===== src/rtl/if_id_queue_pkg.sv =====
// Shared types and constants for the IF/ID instruction queue.
package if_id_queue_pkg;

  localparam int unsigned DEFAULT_ADDR_W = 32;
  localparam int unsigned DEFAULT_INST_W = 32;

  localparam logic [DEFAULT_ADDR_W-1:0] ZeroWord = '0;
  localparam logic [DEFAULT_INST_W-1:0] ZeroInst = '0;

  // One queued fetch result; pred_taken is only carried when prediction is enabled.
  typedef struct packed {
    logic [DEFAULT_ADDR_W-1:0] pc;
    logic [DEFAULT_INST_W-1:0] inst;
    logic                      pred_taken;
  } entry_t;

endpackage


===== src/rtl/if_id_queue.sv =====
// IF/ID decoupling FIFO: circular buffer of fetched {pc, inst} entries feeding decode.
// Define IF_ID_QUEUE_PRED_EN to carry a per-entry predicted-taken bit (in/out_pred_taken).
module if_id_queue
  import if_id_queue_pkg::*;
#(
  parameter int unsigned DEPTH  = 4,
  parameter int unsigned ADDR_W = DEFAULT_ADDR_W,
  parameter int unsigned INST_W = DEFAULT_INST_W
) (
  input  logic                   clk,
  input  logic                   rst,
  input  logic                   rdy,
  input  logic                   flush,
  input  logic                   in_valid,
  input  logic [ADDR_W-1:0]      in_pc,
  input  logic [INST_W-1:0]      in_inst,
`ifdef IF_ID_QUEUE_PRED_EN
  input  logic                   in_pred_taken,
  output logic                   out_pred_taken,
`endif
  output logic                   in_ready,
  output logic                   out_valid,
  input  logic                   out_ready,
  output logic [ADDR_W-1:0]      out_pc,
  output logic [INST_W-1:0]      out_inst,
  output logic [$clog2(DEPTH):0] count
);

  localparam int unsigned PTR_W = $clog2(DEPTH);
  localparam int unsigned CNT_W = PTR_W + 1;

  logic [PTR_W-1:0]  head_q, head_d;
  logic [PTR_W-1:0]  tail_q, tail_d;
  logic [CNT_W-1:0]  count_q, count_d;
  logic [ADDR_W-1:0] pc_mem_q   [DEPTH];
  logic [INST_W-1:0] inst_mem_q [DEPTH];
`ifdef IF_ID_QUEUE_PRED_EN
  logic              pred_mem_q [DEPTH];
`endif
  logic              push;
  logic              pop;

  assign count     = count_q;
  assign in_ready  = (count_q < CNT_W'(DEPTH));
  assign out_valid = (count_q != '0);
  assign out_pc    = out_valid ? pc_mem_q[head_q]   : ADDR_W'(ZeroWord);
  assign out_inst  = out_valid ? inst_mem_q[head_q] : INST_W'(ZeroInst);
`ifdef IF_ID_QUEUE_PRED_EN
  assign out_pred_taken = out_valid ? pred_mem_q[head_q] : 1'b0;
`endif

  // Flush and a low rdy both suppress every transfer; flush then clears the queue.
  always_comb begin
    push    = in_valid && in_ready && rdy && !flush;
    pop     = out_valid && out_ready && rdy && !flush;
    head_d  = head_q;
    tail_d  = tail_q;
    count_d = count_q;
    if (rdy && flush) begin
      head_d  = '0;
      tail_d  = '0;
      count_d = '0;
    end else begin
      // DEPTH is a power of two, so pointer overflow is the modulo wrap.
      if (push) tail_d = tail_q + PTR_W'(1);
      if (pop)  head_d = head_q + PTR_W'(1);
      unique case ({push, pop})
        2'b10:   count_d = count_q + CNT_W'(1);
        2'b01:   count_d = count_q - CNT_W'(1);
        default: count_d = count_q;
      endcase
    end
  end

  always_ff @(posedge clk) begin
    if (rst) begin
      head_q  <= '0;
      tail_q  <= '0;
      count_q <= '0;
    end else begin
      head_q  <= head_d;
      tail_q  <= tail_d;
      count_q <= count_d;
    end
  end

  // Entry storage is never reset; only occupied slots are ever read out.
  always_ff @(posedge clk) begin
    if (push && !rst) begin
      pc_mem_q[tail_q]   <= in_pc;
      inst_mem_q[tail_q] <= in_inst;
`ifdef IF_ID_QUEUE_PRED_EN
      pred_mem_q[tail_q] <= in_pred_taken;
`endif
    end
  end

endmodule


===== config.mk =====
export PLATFORM = sky130hd
export DESIGN_NAME = if_id_queue
export DESIGN_NICKNAME = d
export VERILOG_FILES = /design/src/rtl/if_id_queue_pkg.sv /design/src/rtl/if_id_queue.sv
export SDC_FILE = /design/constraint.sdc
export NUM_CORES = 1
export LEC_CHECK = 0
export ABC_CLOCK_PERIOD_IN_PS = 7900
export CAP_MARGIN = 20
export CORE_MARGIN = 4
export CORE_UTILIZATION = 55
export CTS_BUF_LIST = sky130_fd_sc_hd__clkbuf_16
export DETAILED_ROUTE_END_ITERATION = 7
export HOLD_SLACK_MARGIN = 0.02
export PLACE_DENSITY = 0.84
export SLEW_MARGIN = 40
export SYNTH_ARGS = -nofsm -noshare
export SYNTH_HDL_FRONTEND = slang
export SYNTH_SLANG_ARGS = --single-unit

===== constraint.sdc =====
create_clock -name clk -period 7.9 [get_ports clk]
set_clock_uncertainty 0.15 [all_clocks]
set_input_delay 2.37 -clock clk [delete_from_list [all_inputs] [get_ports clk]]
set_output_delay 2.37 -clock clk [all_outputs]
set_load 0.01 [all_outputs]

==> results by group <==
Worst setup path
  – Critical-path top delay cell: clkdlybuf4s50_1
  – Bufs and invs on worst path: 3
  – Top Family by Delay on Critical Path: buffers and inverters
  – Max incr delay on CP: 520 ps
  – Worst Setup End Kind: output port
  – Critical path fanouts, max: 47
  – Setup Crit Path Kind: reg -> out
  – Worst-path cell chain: nor3_4, buf_6, buf_4, nor2b_1, clkdlybuf4s50_1
  – Arrival @ worst endpoint: 2820 ps
  – CP Launch Type: flip-flop
  – Required time of the critical path: 5380 ps

Drt
  – Vias: 4913
  – Iteration-0 DRC Markers: 353
  – Vias per inst: 5.667
  – Total Routed Length: 18890 um
  – Wire per inst: 21.79 um
  – First-pass DRT Iterations: 4
  – DRC violations left: 0
  – Final ANT Viol Nets: 0

GRT
  – Met2 usage: 34.03%
  – M1 GR Usage: 24.23%
  – GRT Max-Usage Layer: met2
  – First-pass GRT wire length: 29860 um
  – Gr usage total: 18.94%
  – Initial antenna violation count: 0
  – Vias in the first global route: 5316
  – GRT overflow: 0
  – Largest net degree at the start of global routing: 48
  – Met3 usage in global routing: 3.494%

Power and ir drop
  – LEAKAGE: 0.003947 uW
  – Total power: 2846 uW
  – Maximum VDD drop: 0.2101 mV
  – Power Density: 223.9 nW/um^2

Cells and area
  – Register area: 7875 um^2
  – Post-layout nets: 693
  – ANT cells: 0
  – Fillers: 1047
  – Layout cells sized above 1: 19.12%
  – Fin area: 12710 um^2
  – Synth-to-layout area growth: 25.09%
  – Footprint of the multi-input gates: 2133 um^2

Clock network
  – Post-CTS setup buffer count: 0
  – Insertion delay to the later sink of the worst-skew pair: 520 ps
  – Num CTS Buffers: 27
  – CTS tree: built
  – # H-tree levels: 1
  – Root Driver: clkbuf_16
  – Clock Path Buffers: 3
  – Clk pin slew, worst setup/hold paths: 60 ps
  – Post-cts resize count: 0
  – CTS sink cnt: 265
  – Hold Buf Count CTS: 0

Synth
  – Ys async rst share: 0%
  – Syn Inst Count: 461
  – Syn avg cell area: 22.04 um^2
  – Post-synth top flop: edfxtp_1
  – Syn. warnings: 0
  – Number of synthesized flops with an enable pin: 256
  – Syn Nets: 537
  – Seq cells post-synth: 265
  – Cell taking the most area after synthesis: edfxtp_1
  – Post-synthesis cell type count: 25
  – Post-synthesis cell area: 10160 um^2
  – Synth top area share: 75.65%
  – Sequential fraction of the synthesis area: 77.42%
  – Top cells by area, synth: edfxtp_1 (76%), mux4_2 (14%), nor2b_1 (3.9%)

STA
  – Final setup TNS: 0 ps
  – Setup ws final: 2562 ps
  – Final Hold Violating Endpoints: 0
  – Unrepaired setup endpoints after global routing: false
  – Slew HR: 63.43%
  – Period minus WS final: 5338 ps
  – Worst-Margin Slew: 546.8 ps
  – Final-report max-slew violation count: 0
  – Period utilization: 67.57%
  – Fmax: 187.3 MHz
  – # setup viols final: 0

Die
  – Die X: 143.9 um
  – Die area: 20720 um^2
  – Starting density of the core: 56.19%
  – Die Span Y: 143.9 um
  – Rows: 49
  – Total core area: 18090 um^2
  – Io pins: 139

Place
  – Placer Congestion: 0.7097
  – Placed Instance Area: 11870 um^2
  – Place WS: 3000 ps
  – Port bufs: 138
  – HPWL Detailed: 11860 um

Job
  – Maxcap violations: 0

Worst hold path
  – Hold Crit Class: reg -> reg

Status
  – Status: finished, final reports clean
-- flip-flops by register name, indices dropped and copies added (netlist names), named ones only --
name,flops
count,3
head_q,2
inst_mem_q,128
pc_mem_q,128
tail_q,2
-- metal layers --
layer  vias up  routed length, um  part of all wire, %
li1       2176                  -                    -
met1      2550               7250                   38
met2       160              10350                   55
met3        27                956                  5.1
met4         0                339                  1.8
met5         -                  0                    0
-- stage by stage --
| step | cells | utilization (%) | hold WS (ps) |
|---|---|---|---|
| 5_1_grt | 867 | 70.29 | 382.4 |
| 4_1_cts | 867 | 70.29 | 332.5 |
| 6_report | 867 | 70.29 | 338.0 |
| 3_3_place_gp | 809 | 64.81 | 311.1 |
| 2_1_floorplan | 461 | - | 309.1 |
| 3_5_place_dp | 817 | 65.65 | 321.9 |
-- worst register-to-register path, cell delays in order (launching register included) --
cell	delay, ps
dfxtp_1	370
nor3_4	520
buf_6	250
buf_4	490
nor3_1	130
ha_1	240
inv_1	80
fa_1	170
xor2_1	70
or3_1	320
a21oi_1	180
-- where the power goes --
group / switching (uW) / internal, uW / total [uW]
logic: 50.6 / 63.7 / 114
clock network: 493 / 688 / 1180
registers: 2.81 / 1550 / 1550
total: 547 / 2300 / 2850
-- kinds of logic (layout without fill, tap and decap cells) --
| family | count (synthesis) | in the layout | share of synthesized area (%) |
|---|---|---|---|
| buf+inv | 29 | 206 | 1.687 |
| flops | 265 | 265 | 77.42 |
| xor+xnor | 2 | 2 | 0.1724 |
| simple gates | 84 | 84 | 5.134 |
| fa+ha+maj | 6 | 6 | 0.8126 |
| mux | 64 | 64 | 14.18 |
| compound gates | 11 | 11 | 0.5910 |
-- cells in the final DEF (no fill, tap or decap), types with 2 or more instances in the layout --
master / n
buf_12: 7
or3_1: 2
nor2_1: 4
a21oi_1: 7
buf_4: 2
clkinv_1: 4
inv_1: 14
o21ai_0: 2
clkbuf_16: 27
nor2b_1: 64
ha_1: 5
dfxtp_4: 2
inv_6: 3
mux4_2: 64
bufinv_16: 2
and2_4: 4
clkinv_2: 8
clkdlybuf4s50_1: 138
nand2_1: 5
edfxtp_1: 256
xor2_1: 2
dfxtp_1: 7
-- path summary, 6_finish.rpt --
kind / from / end / slack, ps / cells past startpoint
max: count[0] / out_pc[12] / 2560 / 5
min: head_q[1] / flip-flop / 340 / 2
max reg2reg: count[0] / count[2] / 4870 / 10
min reg2reg: head_q[1] / flip-flop / 340 / 2
-- Yosys cell counts, types with 2 or more instances --
cell      count
a21oi_1       7
and2_1        4
buf_2         7
buf_6         7
clkbuf_1      6
dfxtp_1       9
edfxtp_1    256
ha_1          5
inv_1         8
mux4_2       64
nand2_1       5
nor2_1        4
nor2b_1      64
o21ai_0       2
or3_1         2
xor2_1        2
-- layout make-up --
class                      instances  area share (%)
clock inverter                    23           1.289
sequential                       265           61.95
clock buffer                      27           5.315
timing repair buffer             148           12.18
inverter                           8          0.2362
tap                              229           2.254
multi-input combinational        167           16.78
Note: power is estimated with default switching activity, not from simulation.
==> variant 1: new RTL, config.mk and constraints unchanged <==
`DEPTH`: 4 -> 8.
--- a/src/rtl/if_id_queue.sv
+++ b/src/rtl/if_id_queue.sv
@@ -3,7 +3,7 @@
 module if_id_queue
   import if_id_queue_pkg::*;
 #(
-  parameter int unsigned DEPTH  = 4,
+  parameter int unsigned DEPTH  = 8,
   parameter int unsigned ADDR_W = DEFAULT_ADDR_W,
   parameter int unsigned INST_W = DEFAULT_INST_W
 ) (
Ports: changed (resized count); port bits go from 139 to 140. No check against the original RTL was run, so the function may have changed too.
==> variant 1 against the unedited design <==
Total power up 90%. Register-to-register slack better by 0.10 ns. Setup slack worse by 0.57 ns. Synthesized area up 98%. Clock power up 86%. Cell area up 87%. Routed wire length up 120%. Count of clock-buffer cells in the layout up 24. Sequential cell count up 260. Critical path type unchanged. Critical endpoint is now out_pc[31]. Largest cell class unchanged. Highest routed layer is now met5.
==> variant 1: results <==
[synth]
synth_warnings = 0
async_flop_share = 0
seq_area_frac_synth = 0.7774
synthCells = 888
synth_common_cells = edfxtp_1 (512), mux4_2 (128), nor2_1 (81), mux2i_1 (67), buf_2 (17)
synth_edf_count = 512
syn_nets = 963
synth.distinct_cells = 32
yosys-top-cells-area = edfxtp_1 (76%), mux4_2 (14%), mux2i_1 (3.3%)

[setup_path]
max_stage_delay_ns = 0.63
r2r_slack_ns = 4.97
cp_max_fo = 25
cp_data_arrival_time_ns = 3.38
crit_family = buffers and inverters
crit_slowest_cell = dfxtp_4

[layout]
drive_gt1_frac = 0.2136
n_fill_cell = 2217
fin_nets = 1135

[route]
wl_per_cell_um = 27.01
first_iter_violations = 945
viasPerCell = 6.108
drtPass1Iterations = 5
wl_um = 42250

[global_route]
grt_pass1_wl_um = 63590
antenna_found_initial = 4
grt_pass1_vias = 10031
grt_start_max_net_pins = 65
track_usage = 0.2157

[placement]
place_hpwl_um = 22790
place_area_um2 = 22180
port_buffers = 139
gp_congestion = 0.7045
dp_cells = 1468
pre_cts_ws_ns = 2.525

[clocking]
cts-buffers-inserted = 50
insertion_delay_ns = 0.56
clock_tree.root_cell = clkbuf_16
cts_resized = 0
clockBufferDepth = 3
cts_setup_buffers = 0
path_clk_slew_ns = 0.06
cts_max_level = 2

[outcome]
status = complete, no violations

[power]
power.switching_mw = 1.069
pwr-share-seq = 0.567
leakage_nw = 7.160
peakVddDrop_uv = 181.8

[sta]
fin_ws_ns = 1.995
holdWs_ns = 0.3850
worstMarginPinSlew_ns = 0.8115

[worst_hold_path]
hp-class = flip-flop to flip-flop
==> variant 1: cell families after synthesis <==
group,Yosys count,share of synthesized area
AOI/OAI and AO/OA,9,0.002986
xor gates and xnor gates,7,0.003422
adders and majority gates,5,0.003111
buffers and inverters,48,0.01580
DFF,525,0.7774
muxes,195,0.1767
and+or+nand+nor,99,0.02059
==> variant 1: area by class of cell <==
cell class / instances / area, um^2 / share of cell area
well taps: 461 / 576.8 / 0.02432
inverters: 3 / 11.26 / 0.0004749
repair buffers: 165 / 1728 / 0.07287
clock inverters: 41 / 226.5 / 0.009550
clock buffers: 51 / 1276 / 0.05382
multi-input cells: 315 / 4240 / 0.1788
flip-flops and latches: 525 / 15650 / 0.6598
diodes: 3 / 7.507 / 0.0003166
==> variant 1: metal layers <==
metal	global-route usage	part of all wire
met3	0.03591	0.060
met4	0.06484	0.026
met2	0.3547	0.52
met1	0.3050	0.40
met5	0	0.00031
==> variant 1: final timing paths <==
kind / startpoint / to / depth (start not counted)
setup / recovery: flip-flop / out_pc[31] / 6
hold / removal: head_q[1] / flip-flop / 2
setup reg to reg: count[2] / count[2] / 11
hold reg to reg: head_q[1] / flip-flop / 2
==> variant 1: worst reg2reg max path: cells and delay by family (launching register included) <==
| kind | cells | cell delay [ns] |
|---|---|---|
| xor+xnor | 2 | 0.25 |
| buf+inv | 2 | 0.44 |
| simple gates | 3 | 0.89 |
| flops | 1 | 0.38 |
| fa+ha+maj | 2 | 0.47 |
| compound gates | 2 | 0.28 |
==> variant 1: power groups by stage <==
stage	clock [mW]	combinational [mW]	sequential, mW
after CTS	2.23	0.144	3.06
after floorplan	0	0.0422	3.13
after global routing	2.37	0.154	3.06
after detailed placement	0	0.142	3.12
after global placement	0	0.136	3.12
final	2.19	0.143	3.07
==> variant 2: new RTL, same flow settings <==
Without the edit above. Make the reset (`rst`) asynchronous in one clocked block.
--- a/src/rtl/if_id_queue.sv
+++ b/src/rtl/if_id_queue.sv
@@ -72,7 +72,7 @@
     end
   end
 
-  always_ff @(posedge clk) begin
+  always_ff @(posedge clk or posedge rst) begin
     if (rst) begin
       head_q  <= '0;
       tail_q  <= '0;
Behaviour: differs if rst is asserted again (counterexample within 4 cycles, from zero or initial values and one cycle with rst high); with rst held inactive, the same outputs for 4 cycles.
==> variant 2 against the unedited design <==
Sequential cell count shrank 2. Routed wire length grew 0.10%. Critical path depth is the same. Setup slack lost 0.41 ns. Core utilization shrank 0.50 points. Worst hold slack gained 0.11 ns. First-iteration DRC count shrank 2.3%. Synthesized cell count shrank 1.5%. Synthesized area is essentially flat. Cell area shrank 0.71%. Highest routed layer is now met5.
Power is not compared: it rests on default switching activity, and its combinational part moved more than twofold at a synthesized area within 25%.
==> variant 2: results <==
[synth]
synth_warnings = 0
yosys-top-cells-area = edfxtp_1 (76%), mux4_2 (14%), and2_1 (3.9%)
muxShareOfSynthArea = 0.1460
synth_compound_area_frac = 0.002834
synth_common_cells = edfxtp_1 (256), and2_1 (64), mux4_2 (64), clkbuf_1 (10), dfrtp_1 (7)
synth.distinct_cells = 30
seq_area_frac_synth = 0.7742
syn_avg_cell_area_um2 = 22.37
syn_nets = 529
synthFlopType = edfxtp_1
synth_edf_count = 256
async_flop_share = 0.02662
synth_xor_area_frac = 0.0008624
synthAdderAreaFrac = 0.006899

[clocking]
cts_setup_buffers = 0
path_clk_slew_ns = 0.07
insertion_delay_ns = 0.52
cts-buffers-inserted = 27
cts_resized = 0
clockBufferDepth = 3
clock_tree.root_cell = clkbuf_16

[route]
met2_wirelength_um = 9663
wl_per_cell_um = 22.17
wl_um = 18910
highest_layer = met5
dr_wl_met3_um = 1407
wl_met1_um = 7518
first_iter_violations = 345
vias = 4819

[global_route]
met1_usage = 0.2514
antenna_found_initial = 1
use_met3 = 0.04493
use_met2 = 0.3202
grt_pass1_wl_um = 29640
grt_pass1_vias = 5309
track_usage = 0.1880
grt_start_max_net_pins = 68

[worst_hold_path]
hold_path_depth = 2
min_to = tail_q[1]
min_from = tail_q[1]

[placement]
place_area_um2 = 11810
pre_cts_ws_ns = 2.617
place_hpwl_um = 11450
gp_congestion = 0.7649
dp_cells = 805

[power]
pwr-share-seq = 0.419
combPwrFrac = 0.287
p_per_area_nw_per_um2 = 307.8

[sta]
slew_headroom = 0.5533
finalSetupViolations = 0
holdWs_ns = 0.4446

[setup_path]
reg2reg_to = count[2]
reg2reg_depth = 6
worstReg2RegStart = count[0]
r2r_slack_ns = 5.03
cp_max_fo = 27
cp_data_arrival_time_ns = 3.23

[outcome]
status = complete, no violations

[layout]
fin_nets = 680
drive_gt1_frac = 0.1891
## variant 2: changes by cell type after synthesis, moves of 3 or more
cell,unedited run,this run
nor2_1,4,1
dfrtp_1,0,7
buf_6,7,1
nor2b_1,64,1
mux2i_1,0,3
buf_4,0,3
and3_1,0,4
clkbuf_1,6,10
nand3_1,0,3
dfxtp_1,9,0
and2_1,4,64
buf_12,0,3
a21oi_1,7,1
## variant 2: cell families after synthesis
logic type | after synthesis
buffers and inverters | 29
and+or+nand+nor | 83
xor gates and xnor gates | 1
DFF | 263
adders and majority gates | 5
AOI/OAI and AO/OA | 5
muxes | 68
## variant 2: area by class of cell
| type | count | area, um^2 |
|---|---|---|
| clock buffers | 27 | 675.6 |
| clock inverters | 21 | 133.9 |
| well taps | 229 | 286.5 |
| flip-flops and latches | 263 | 7870 |
| multi-input cells | 162 | 2125 |
| repair buffers | 145 | 1509 |
| fillers | 1115 | 5464 |
| inverters | 6 | 22.52 |
## variant 2: worst max-delay path by stage
| stage | startpoint | cells past startpoint | slack, ns | end |
|---|---|---|---|---|
| 2_1_floorplan | flush | 3 | 2.80 | inst_mem_q[0][0] |
| 3_3_place_gp | head_q[0] | 4 | 2.55 | out_pc[12] |
| 3_5_place_dp | head_q[0] | 5 | 2.62 | out_pc[8] |
| 4_1_cts | head_q[0] | 5 | 2.04 | out_inst[2] |
| 5_1_grt | head_q[0] | 5 | 1.89 | out_inst[2] |
| 6_report | head_q[0] | 5 | 2.15 | out_inst[2] |
## variant 2: critical path, cell delays in order, from the launching register on
cell and delay [ns]:
dfrtp_4 0.71, buf_12 0.29, buf_4 0.41, mux4_2 0.59, and2_1 0.18, clkdlybuf4s50_1 0.47
